File: src/rtl/softmax_row_max_mask_if.sv
// Row-stream handshake bundle for softmax_row_max_mask: score beats in, masked beats plus row max out.
// The design takes the slave modport; the producer/consumer side takes master.
interface softmax_row_max_mask_if #(
    parameter int DW   = 16,
    parameter int TOUT = 8
);
    logic                 in_valid;
    logic                 in_ready;
    logic [DW*TOUT-1:0]   in_data;
    logic                 out_valid;
    logic                 out_ready;
    logic [DW*TOUT-1:0]   out_data;
    logic [DW-1:0]        out_max;
    logic                 out_last;

    modport master (
        output in_valid, in_data, out_ready,
        input  in_ready, out_valid, out_data, out_max, out_last
    );

    modport slave (
        input  in_valid, in_data, out_ready,
        output in_ready, out_valid, out_data, out_max, out_last
    );
endinterface

File: src/rtl/softmax_row_max_mask.sv
// Causal-mask / tail-pad stage ahead of softmax: buffers each FP16 row, finds its max, replays it.
// Optional SOFTMAX_ROW_PINGPONG_EN: two row buffers so filling row r+1 overlaps draining row r.
module softmax_row_max_mask #(
    parameter int DW        = 16,
    parameter int TOUT      = 8,
    parameter int MAX_TOKEN = 128,
    parameter int TW        = 8
) (
    input  logic              clk,
    input  logic              rst_n,
    input  logic              start,
    input  logic [TW-1:0]     cfg_token_len,
    input  logic [TW-1:0]     cfg_row_num,
    input  logic [TW-1:0]     cfg_q_base,
    input  logic              cfg_mask_en,
    output logic              busy,
    output logic              done,
    softmax_row_max_mask_if.slave bus
);
    localparam int DEPTH    = MAX_TOKEN / TOUT;
    localparam int AW       = $clog2(DEPTH);
    localparam int BW       = AW + 1;
    localparam int LOG_TOUT = $clog2(TOUT);
    localparam int CW       = TW + 2;
    localparam int TW1      = TW + 1;
`ifdef SOFTMAX_ROW_PINGPONG_EN
    localparam int NBUF = 2;
`else
    localparam int NBUF = 1;
`endif
    localparam int MW = $clog2(NBUF * DEPTH);
    localparam logic [DW-1:0] NEG_INF = DW'(16'hFC00);

    logic [TW-1:0]      token_len, row_num, q_base, fill_row;
    logic               mask_en;
    logic [BW-1:0]      nb, wr_beat, rd_beat;
    logic [DW-1:0]      run_max, fold_max, elem;
    logic [CW-1:0]      col, limit;
    logic [DW*TOUT-1:0] masked_beat;
    logic [DW*TOUT-1:0] mem [NBUF*DEPTH];
    logic [MW-1:0]      wr_addr;
    logic               wr_en, in_ready_int;
    logic               out_valid_q, out_last_q;
    logic [DW*TOUT-1:0] out_data_q;
    logic [DW-1:0]      out_max_q;

    // FP16 total order: flipping a positive's sign bit and inverting a negative gives an unsigned key.
    function automatic logic [DW-1:0] fmax(input logic [DW-1:0] a, input logic [DW-1:0] b);
        logic [DW-1:0] ka, kb;
        ka = a[DW-1] ? ~a : {1'b1, a[DW-2:0]};
        kb = b[DW-1] ? ~b : {1'b1, b[DW-2:0]};
        return (kb > ka) ? b : a;
    endfunction

    // Substitute -inf for padded and causally masked lanes, then fold the beat into the row max.
    always_comb begin
        limit       = CW'(q_base) + CW'(fill_row);
        masked_beat = '0;
        fold_max    = run_max;
        col         = '0;
        elem        = '0;
        for (int i = 0; i < TOUT; i++) begin
            col  = CW'(wr_beat) * CW'(TOUT) + CW'(i);
            elem = bus.in_data[i*DW +: DW];
            if (col >= CW'(token_len) || (mask_en && col > limit))
                elem = NEG_INF;
            masked_beat[i*DW +: DW] = elem;
            fold_max = fmax(fold_max, elem);
        end
    end

    always_ff @(posedge clk) begin
        if (wr_en)
            mem[wr_addr] <= masked_beat;
    end

    assign wr_en         = in_ready_int && bus.in_valid;
    assign bus.in_ready  = in_ready_int;
    assign bus.out_valid = out_valid_q;
    assign bus.out_data  = out_data_q;
    assign bus.out_max   = out_max_q;
    assign bus.out_last  = out_last_q;

`ifdef SOFTMAX_ROW_PINGPONG_EN
    typedef enum logic [1:0] {IDLE, RUN, DONE} state_t;
    state_t        state;
    logic          wr_sel, rd_sel;
    logic [1:0]    buf_full;
    logic [DW-1:0] buf_max [2];
    logic [TW-1:0] rd_row;

    assign wr_addr      = {wr_sel, wr_beat[AW-1:0]};
    assign in_ready_int = (state == RUN) && !buf_full[wr_sel] && (fill_row != row_num);

    // Writer and reader run independently in RUN; they never touch the same buffer's full flag at once.
    always_ff @(posedge clk or negedge rst_n) begin
        if (!rst_n) begin
            state       <= IDLE;
            token_len   <= '0;
            row_num     <= '0;
            q_base      <= '0;
            mask_en     <= 1'b0;
            nb          <= '0;
            fill_row    <= '0;
            rd_row      <= '0;
            wr_beat     <= '0;
            rd_beat     <= '0;
            wr_sel      <= 1'b0;
            rd_sel      <= 1'b0;
            buf_full    <= '0;
            buf_max[0]  <= NEG_INF;
            buf_max[1]  <= NEG_INF;
            run_max     <= NEG_INF;
            out_valid_q <= 1'b0;
            out_last_q  <= 1'b0;
            out_data_q  <= '0;
            out_max_q   <= '0;
            busy        <= 1'b0;
            done        <= 1'b0;
        end else begin
            done <= 1'b0;
            case (state)
                IDLE: begin
                    if (start) begin
                        token_len <= cfg_token_len;
                        row_num   <= cfg_row_num;
                        q_base    <= cfg_q_base;
                        mask_en   <= cfg_mask_en;
                        nb        <= BW'(({1'b0, cfg_token_len} + TW1'(TOUT - 1)) >> LOG_TOUT);
                        fill_row  <= '0;
                        rd_row    <= '0;
                        wr_beat   <= '0;
                        rd_beat   <= '0;
                        wr_sel    <= 1'b0;
                        rd_sel    <= 1'b0;
                        buf_full  <= '0;
                        run_max   <= NEG_INF;
                        busy      <= 1'b1;
                        state     <= RUN;
                    end
                end
                RUN: begin
                    if (wr_en) begin
                        wr_beat <= wr_beat + BW'(1);
                        run_max <= fold_max;
                        if (wr_beat == nb - BW'(1)) begin
                            buf_max[wr_sel]  <= fold_max;
                            buf_full[wr_sel] <= 1'b1;
                            wr_sel           <= ~wr_sel;
                            wr_beat          <= '0;
                            run_max          <= NEG_INF;
                            fill_row         <= fill_row + TW'(1);
                        end
                    end
                    if (out_valid_q && bus.out_ready && out_last_q) begin
                        out_valid_q      <= 1'b0;
                        out_last_q       <= 1'b0;
                        rd_beat          <= '0;
                        buf_full[rd_sel] <= 1'b0;
                        rd_sel           <= ~rd_sel;
                        rd_row           <= rd_row + TW'(1);
                        if (rd_row + TW'(1) == row_num) begin
                            done  <= 1'b1;
                            busy  <= 1'b0;
                            state <= DONE;
                        end
                    end else if ((!out_valid_q || bus.out_ready) && buf_full[rd_sel] && rd_beat < nb) begin
                        out_data_q  <= mem[{rd_sel, rd_beat[AW-1:0]}];
                        out_max_q   <= buf_max[rd_sel];
                        out_last_q  <= (rd_beat == nb - BW'(1));
                        out_valid_q <= 1'b1;
                        rd_beat     <= rd_beat + BW'(1);
                    end else if (out_valid_q && bus.out_ready) begin
                        out_valid_q <= 1'b0;
                    end
                end
                DONE:    state <= IDLE;
                default: state <= IDLE;
            endcase
        end
    end
`else
    typedef enum logic [1:0] {IDLE, FILL, DRAIN, DONE} state_t;
    state_t state;

    assign wr_addr = wr_beat[AW-1:0];

    // Strict alternation: a row is fully buffered before any of it is replayed.
    always_ff @(posedge clk or negedge rst_n) begin
        if (!rst_n) begin
            state        <= IDLE;
            token_len    <= '0;
            row_num      <= '0;
            q_base       <= '0;
            mask_en      <= 1'b0;
            nb           <= '0;
            fill_row     <= '0;
            wr_beat      <= '0;
            rd_beat      <= '0;
            run_max      <= NEG_INF;
            in_ready_int <= 1'b0;
            out_valid_q  <= 1'b0;
            out_last_q   <= 1'b0;
            out_data_q   <= '0;
            out_max_q    <= '0;
            busy         <= 1'b0;
            done         <= 1'b0;
        end else begin
            done <= 1'b0;
            case (state)
                IDLE: begin
                    if (start) begin
                        token_len    <= cfg_token_len;
                        row_num      <= cfg_row_num;
                        q_base       <= cfg_q_base;
                        mask_en      <= cfg_mask_en;
                        nb           <= BW'(({1'b0, cfg_token_len} + TW1'(TOUT - 1)) >> LOG_TOUT);
                        fill_row     <= '0;
                        wr_beat      <= '0;
                        rd_beat      <= '0;
                        run_max      <= NEG_INF;
                        in_ready_int <= 1'b1;
                        busy         <= 1'b1;
                        state        <= FILL;
                    end
                end
                FILL: begin
                    if (wr_en) begin
                        wr_beat <= wr_beat + BW'(1);
                        run_max <= fold_max;
                        if (wr_beat == nb - BW'(1)) begin
                            out_max_q    <= fold_max;
                            run_max      <= NEG_INF;
                            wr_beat      <= '0;
                            rd_beat      <= '0;
                            in_ready_int <= 1'b0;
                            state        <= DRAIN;
                        end
                    end
                end
                DRAIN: begin
                    if (out_valid_q && bus.out_ready && out_last_q) begin
                        out_valid_q <= 1'b0;
                        out_last_q  <= 1'b0;
                        rd_beat     <= '0;
                        fill_row    <= fill_row + TW'(1);
                        if (fill_row + TW'(1) == row_num) begin
                            done  <= 1'b1;
                            busy  <= 1'b0;
                            state <= DONE;
                        end else begin
                            in_ready_int <= 1'b1;
                            state        <= FILL;
                        end
                    end else if ((!out_valid_q || bus.out_ready) && rd_beat < nb) begin
                        out_data_q  <= mem[rd_beat[AW-1:0]];
                        out_last_q  <= (rd_beat == nb - BW'(1));
                        out_valid_q <= 1'b1;
                        rd_beat     <= rd_beat + BW'(1);
                    end else if (out_valid_q && bus.out_ready) begin
                        out_valid_q <= 1'b0;
                    end
                end
                DONE:    state <= IDLE;
                default: state <= IDLE;
            endcase
        end
    end
`endif
endmodule
File: src/flat_wrapper.sv
// flat-port wrapper written by rule: the top's interface ports become plain ports
module softmax_row_max_mask_flat 
#(
    parameter int DW        = 16,
    parameter int TOUT      = 8,
    parameter int MAX_TOKEN = 128,
    parameter int TW        = 8
)
  (clk, rst_n, start, cfg_token_len, cfg_row_num, cfg_q_base, cfg_mask_en, busy, done, bus_in_valid, bus_in_data, bus_out_ready, bus_in_ready, bus_out_valid, bus_out_data, bus_out_max, bus_out_last);
  softmax_row_max_mask_if #(.DW(DW), .TOUT(TOUT)) bus_i ();
  input  logic clk;
  input  logic rst_n;
  input  logic start;
  input  logic [TW-1:0] cfg_token_len;
  input  logic [TW-1:0] cfg_row_num;
  input  logic [TW-1:0] cfg_q_base;
  input  logic cfg_mask_en;
  output logic busy;
  output logic done;
  input wire logic [$bits(bus_i.in_valid)-1:0] bus_in_valid;
  input wire logic [$bits(bus_i.in_data)-1:0] bus_in_data;
  input wire logic [$bits(bus_i.out_ready)-1:0] bus_out_ready;
  output wire logic [$bits(bus_i.in_ready)-1:0] bus_in_ready;
  output wire logic [$bits(bus_i.out_valid)-1:0] bus_out_valid;
  output wire logic [$bits(bus_i.out_data)-1:0] bus_out_data;
  output wire logic [$bits(bus_i.out_max)-1:0] bus_out_max;
  output wire logic [$bits(bus_i.out_last)-1:0] bus_out_last;
  assign bus_i.in_valid = bus_in_valid;
  assign bus_i.in_data = bus_in_data;
  assign bus_i.out_ready = bus_out_ready;
  assign bus_in_ready = bus_i.in_ready;
  assign bus_out_valid = bus_i.out_valid;
  assign bus_out_data = bus_i.out_data;
  assign bus_out_max = bus_i.out_max;
  assign bus_out_last = bus_i.out_last;
  softmax_row_max_mask #(.DW(DW), .TOUT(TOUT), .MAX_TOKEN(MAX_TOKEN), .TW(TW)) u_core (.clk(clk), .rst_n(rst_n), .start(start), .cfg_token_len(cfg_token_len), .cfg_row_num(cfg_row_num), .cfg_q_base(cfg_q_base), .cfg_mask_en(cfg_mask_en), .busy(busy), .done(done), .bus(bus_i));
endmodule
File: config.mk
export PLATFORM = sky130hd
export DESIGN_NAME = softmax_row_max_mask_flat
export DESIGN_NICKNAME = d
export VERILOG_FILES = /design/src/rtl/softmax_row_max_mask_if.sv /design/src/rtl/softmax_row_max_mask.sv /design/src/flat_wrapper.sv
export SDC_FILE = /design/constraint.sdc
export NUM_CORES = 2
export LEC_CHECK = 0
export ABC_AREA = 1
export CORE_MARGIN = 1
export CORE_UTILIZATION = 35
export DETAILED_ROUTE_END_ITERATION = 8
export PLACE_DENSITY_LB_ADDON = 0.1
export REMOVE_ABC_BUFFERS = 1
export SLEW_MARGIN = 20
export SYNTH_ARGS = -nofsm -noshare
export SYNTH_HDL_FRONTEND = slang
export SYNTH_SLANG_ARGS = --single-unit
File: constraint.sdc
create_clock -name clk -period 42.1 [get_ports clk]
set_input_delay 8.42 -clock clk [delete_from_list [all_inputs] [get_ports clk]]
set_output_delay 8.42 -clock clk [all_outputs]
set_load 0.005 [all_outputs]
==> flow_summary_export.csv <==
group,metric,value,unit
critical_path,rr_worst_depth,106,
clock_network,holdBufCountCts,0,
global_route,grt_use_met2,39.0,%
sta,finalHoldViolCount,0,
worst_hold_path,min_path_type,"register to register",
synth,syn_area_per_cell,12.0,sq um
synth,synth_edf_count,2048,
critical_path,worstPathMaxFanout,28,
synth,synth-seq-cells,2263,
floorplanning,die_h,525,um
floorplanning,die_w,525,um
cells_and_area,synthToLayoutAreaGrowth,15.5,%
synth,async_flop_share,9.50,%
route,drtAntennaViolNets,0,
floorplanning,start_util,35.3,%
synth,synth-adder-area-share,2.11,%
job,maxCapViolCount,0,
critical_path,rrSetupSlack,16.65,ns
sta,worst_slew_pin_slew,1.12,ns
cells_and_area,multiInputGateArea,25900,sq um
cells_and_area,seqCellArea,66900,sq um
route,dr.pass1.iters,6,
placement,hpwlAfterDp,184,mm
synth,syn-cell-area,95800,sq um
route,drc,0,
sta,finalMaxSlewViolations,0,
global_route,met3_usage,2.32,%
route,vias,64900,
clock_network,clock_sinks,2263,
clock_network,cts_root_buf,"clkbuf_16",
placement,post-place-ws,10.88,ns
synth,synthMuxAreaShare,0,%
clock_network,clock_path_buffers,4,
sta,min_period,30.64,ns
floorplanning,coreArea,271000,sq um
synth,yosys.area_share.simple,10.8,%
critical_path,worst_setup_path_start_kind,"input pin",
route,wl,330,mm
clock_network,postCtsSetupBuffers,0,
critical_path,r2r_start,"u_core.fill_row[2]",
route,drt_iter0_markers,5414,
outcome,status,"completed",
clock_network,clkLatencyLatePin,0.92,ns
sta,fmax,0.0326,GHz
sta,layout_setup_ws,11.46,ns
sta,period_share,72.8,%
global_route,grt_busiest_layer,"met2",
synth,ys.flop_type,"edfxtp_1",
global_route,antenna_found_initial,18,
global_route,grt.overflow.total,0,
global_route,grt_pass1_vias,63700,
synth,ys_warn_count,0,
clock_network,cts_tree,"yes",
synth,synth-seq-area-share,69.8,%
placement,place.gp.congestion,0.900,
placement,numPortBuffers,306,
global_route,grt.total_usage,23.5,%
clock_network,numCtsBuffers,245,
critical_path,startpoint,"bus_in_data[15]",
route,wl_per_cell,27.7,um
route,viasPerCell,5.44,
sta,rsz0062_at_grt,"no",
cells_and_area,drive_gt1_share,7.07,%
power_and_ir_drop,p_per_area,65.4,nW/um^2
power_and_ir_drop,vdd_drop_max,0.174,mV
global_route,grt_first_pass_wirelength,470,mm
global_route,grt_max_degree,181,
synth,synthXorXnorAreaFrac,1.47,%
sta,setup_viol,0,
cells_and_area,fill_cells,25600,
sta,relSlewSlack,25.5,%
power_and_ir_drop,leakagePower,37.7,nW
critical_path,cp-end-kind,"register",
synth,syn_inst,7963,
synth,synth_top_family_by_area,"compound AO/OA/AOI/OAI gates",
clock_network,clk_pin_slew,0.07,ns
critical_path,rr_endpoint,"u_core.bus.out_max[11]",
clock_network,cts_max_level,4,
critical_path,worstPathRequired,42.91,ns
sta,whs,0.486,ns
floorplanning,ios,307,
floorplanning,die_area,276000,sq um
cells_and_area,final_net_count,8460,
critical_path,max_stage_delay,0.73,ns
critical_path,critPathCapture,"u_core.bus.out_max[11]",
clock_network,cts_resized,0,
sta,finalClockSkew,0.0711,ns
global_route,met1_usage,31.0,%
synth,synth_cell_type_count,64,
synth,synth-compound-area-share,12.6,%
critical_path,worstPathArrival,31.45,ns
critical_path,crit_path_frequent_cell,"nand2_1",
critical_path,crit_type,"input pin to register",
floorplanning,placementRows,191,
critical_path,cpMaxStageDelayCell,"clkdlybuf4s50_1",
-- metrics by stage --
stage | instances | total power, mW | setup TNS, ns | cell area, sq um | utilization (%)
after CTS | 11900 | 7.27 | 0 | 111000 | 40.7
after floorplan | 7467 | 4.41 | -879.17 | 93900 | -
after global routing | 11900 | 7.67 | 0 | 111000 | 40.7
after detailed placement | 11500 | 5.14 | 0 | 103000 | 37.8
final | 11900 | 7.23 | 0 | 111000 | 40.7
after global placement | 11500 | 5.10 | 0 | 103000 | 37.8
-- Yosys cell counts (6+ instances only) --
master / instances / area [sq um]
edfxtp_1: 2048 / 61500
nor2_1: 1280 / 4800
o21ai_0: 1185 / 5930
nand2_1: 909 / 3410
clkbuf_1: 454 / 1700
o22ai_1: 315 / 1970
inv_1: 305 / 1140
nand3_1: 246 / 1230
dfrtp_1: 209 / 5230
o221ai_1: 207 / 1810
ha_1: 160 / 2000
a41oi_1: 128 / 1120
a21oi_1: 89 / 445
xor2_1: 76 / 666
xnor2_1: 66 / 578
o211ai_1: 55 / 413
buf_1: 27 / 101
nand4_1: 24 / 150
and2_1: 14 / 87.6
nand2_2: 13 / 81.3
nor2_2: 11 / 68.8
nor3_1: 10 / 50.1
buf_2: 9 / 45.0
nand3_2: 9 / 90.1
inv_2: 8 / 30.0
nand2_4: 8 / 90.1
xor2_2: 8 / 130
nand3b_1: 7 / 52.6
clkinv_1: 6 / 22.5
dfstp_2: 6 / 158
o21a_1: 6 / 45.0
-- cell type report --
class	instances	share of cell area, %
diodes	15	0.0339
clock buffers	338	6.13
clock inverters	113	0.971
inverters	319	1.11
multi-input cells	4885	23.5
flip-flops and latches	2263	60.5
well taps	3570	4.04
repair buffers	427	3.78
-- report_power, final --
| group | total, mW | switching, mW | internal [mW] |
|---|---|---|---|
| logic | 2.66 | 1.74 | 0.920 |
| registers | 2.45 | 0.0000255 | 2.45 |
| clock network | 2.12 | 0.895 | 1.22 |
| total | 7.23 | 2.64 | 4.59 |
-- kinds of logic (layout without fill, tap and decap cells) --
logic type / Yosys count / in the layout
xor+xnor: 152 / 152
fa+ha+maj: 161 / 161
other cells: 0 / 15
buf+inv: 815 / 1197
compound gates: 2020 / 2020
flops: 2263 / 2263
simple gates: 2552 / 2552
-- worst min-delay path by stage --
stage          cells past startpoint                     to  slack [ns]                   from
2_1_floorplan                      2       u_core.q_base[0]        0.45       u_core.q_base[0]
3_3_place_gp                       2       u_core.q_base[4]        0.47       u_core.q_base[4]
3_5_place_dp                       2  u_core.bus.out_max[8]        0.47  u_core.bus.out_max[8]
4_1_cts                            2  u_core.bus.out_max[8]        0.49  u_core.bus.out_max[8]
5_1_grt                            2    u_core.token_len[4]        0.50    u_core.token_len[4]
6_report                           2  u_core.bus.out_max[8]        0.49  u_core.bus.out_max[8]
-- layout by cell type (no fill, tap or decap), types with 160 or more instances in the layout --
| master | count |
|---|---|
| dfrtp_1 | 206 |
| edfxtp_1 | 2048 |
| clkbuf_16 | 245 |
| nand2_1 | 909 |
| ha_1 | 160 |
| nor2_1 | 1259 |
| nand3_1 | 246 |
| o221ai_1 | 207 |
| clkdlybuf4s50_1 | 305 |
| o22ai_1 | 315 |
| o21ai_0 | 1185 |
| inv_1 | 302 |
-- critical path: cells and delay by family --
kind | cells | cell delay, ns
XOR/XNOR | 7 | 1.36
adder cells (fa/ha/maj) | 8 | 2.55
AO/OA/AOI/OAI | 18 | 5.51
buffers and inverters | 17 | 5.10
AND/OR/NAND/NOR | 44 | 8.45
-- sequential cells by signal, summed over array words and instances (netlist names) --
signal,flops
u_core.mem,2048
u_core.bus.out_data,128
u_core.bus.out_max,16
u_core.run_max,16
u_core.fill_row,8
u_core.q_base,8
u_core.row_num,8
u_core.token_len,8
u_core.nb,5
u_core.rd_beat,5
u_core.wr_beat,5
u_core.state,2
u_core.bus.in_ready,1
u_core.bus.out_last,1
u_core.bus.out_valid,1
u_core.busy,1
u_core.done,1
u_core.mask_en,1
-- metal layers --
layer	vias up	part of all wire, %	routed length [um]
li1	29400	-	-
met5	-	0	0
met2	1750	48	158000
met1	33200	43	144000
met4	0	4.7	15500
met3	466	4.0	13300
(Power assumes the default switching activity.)
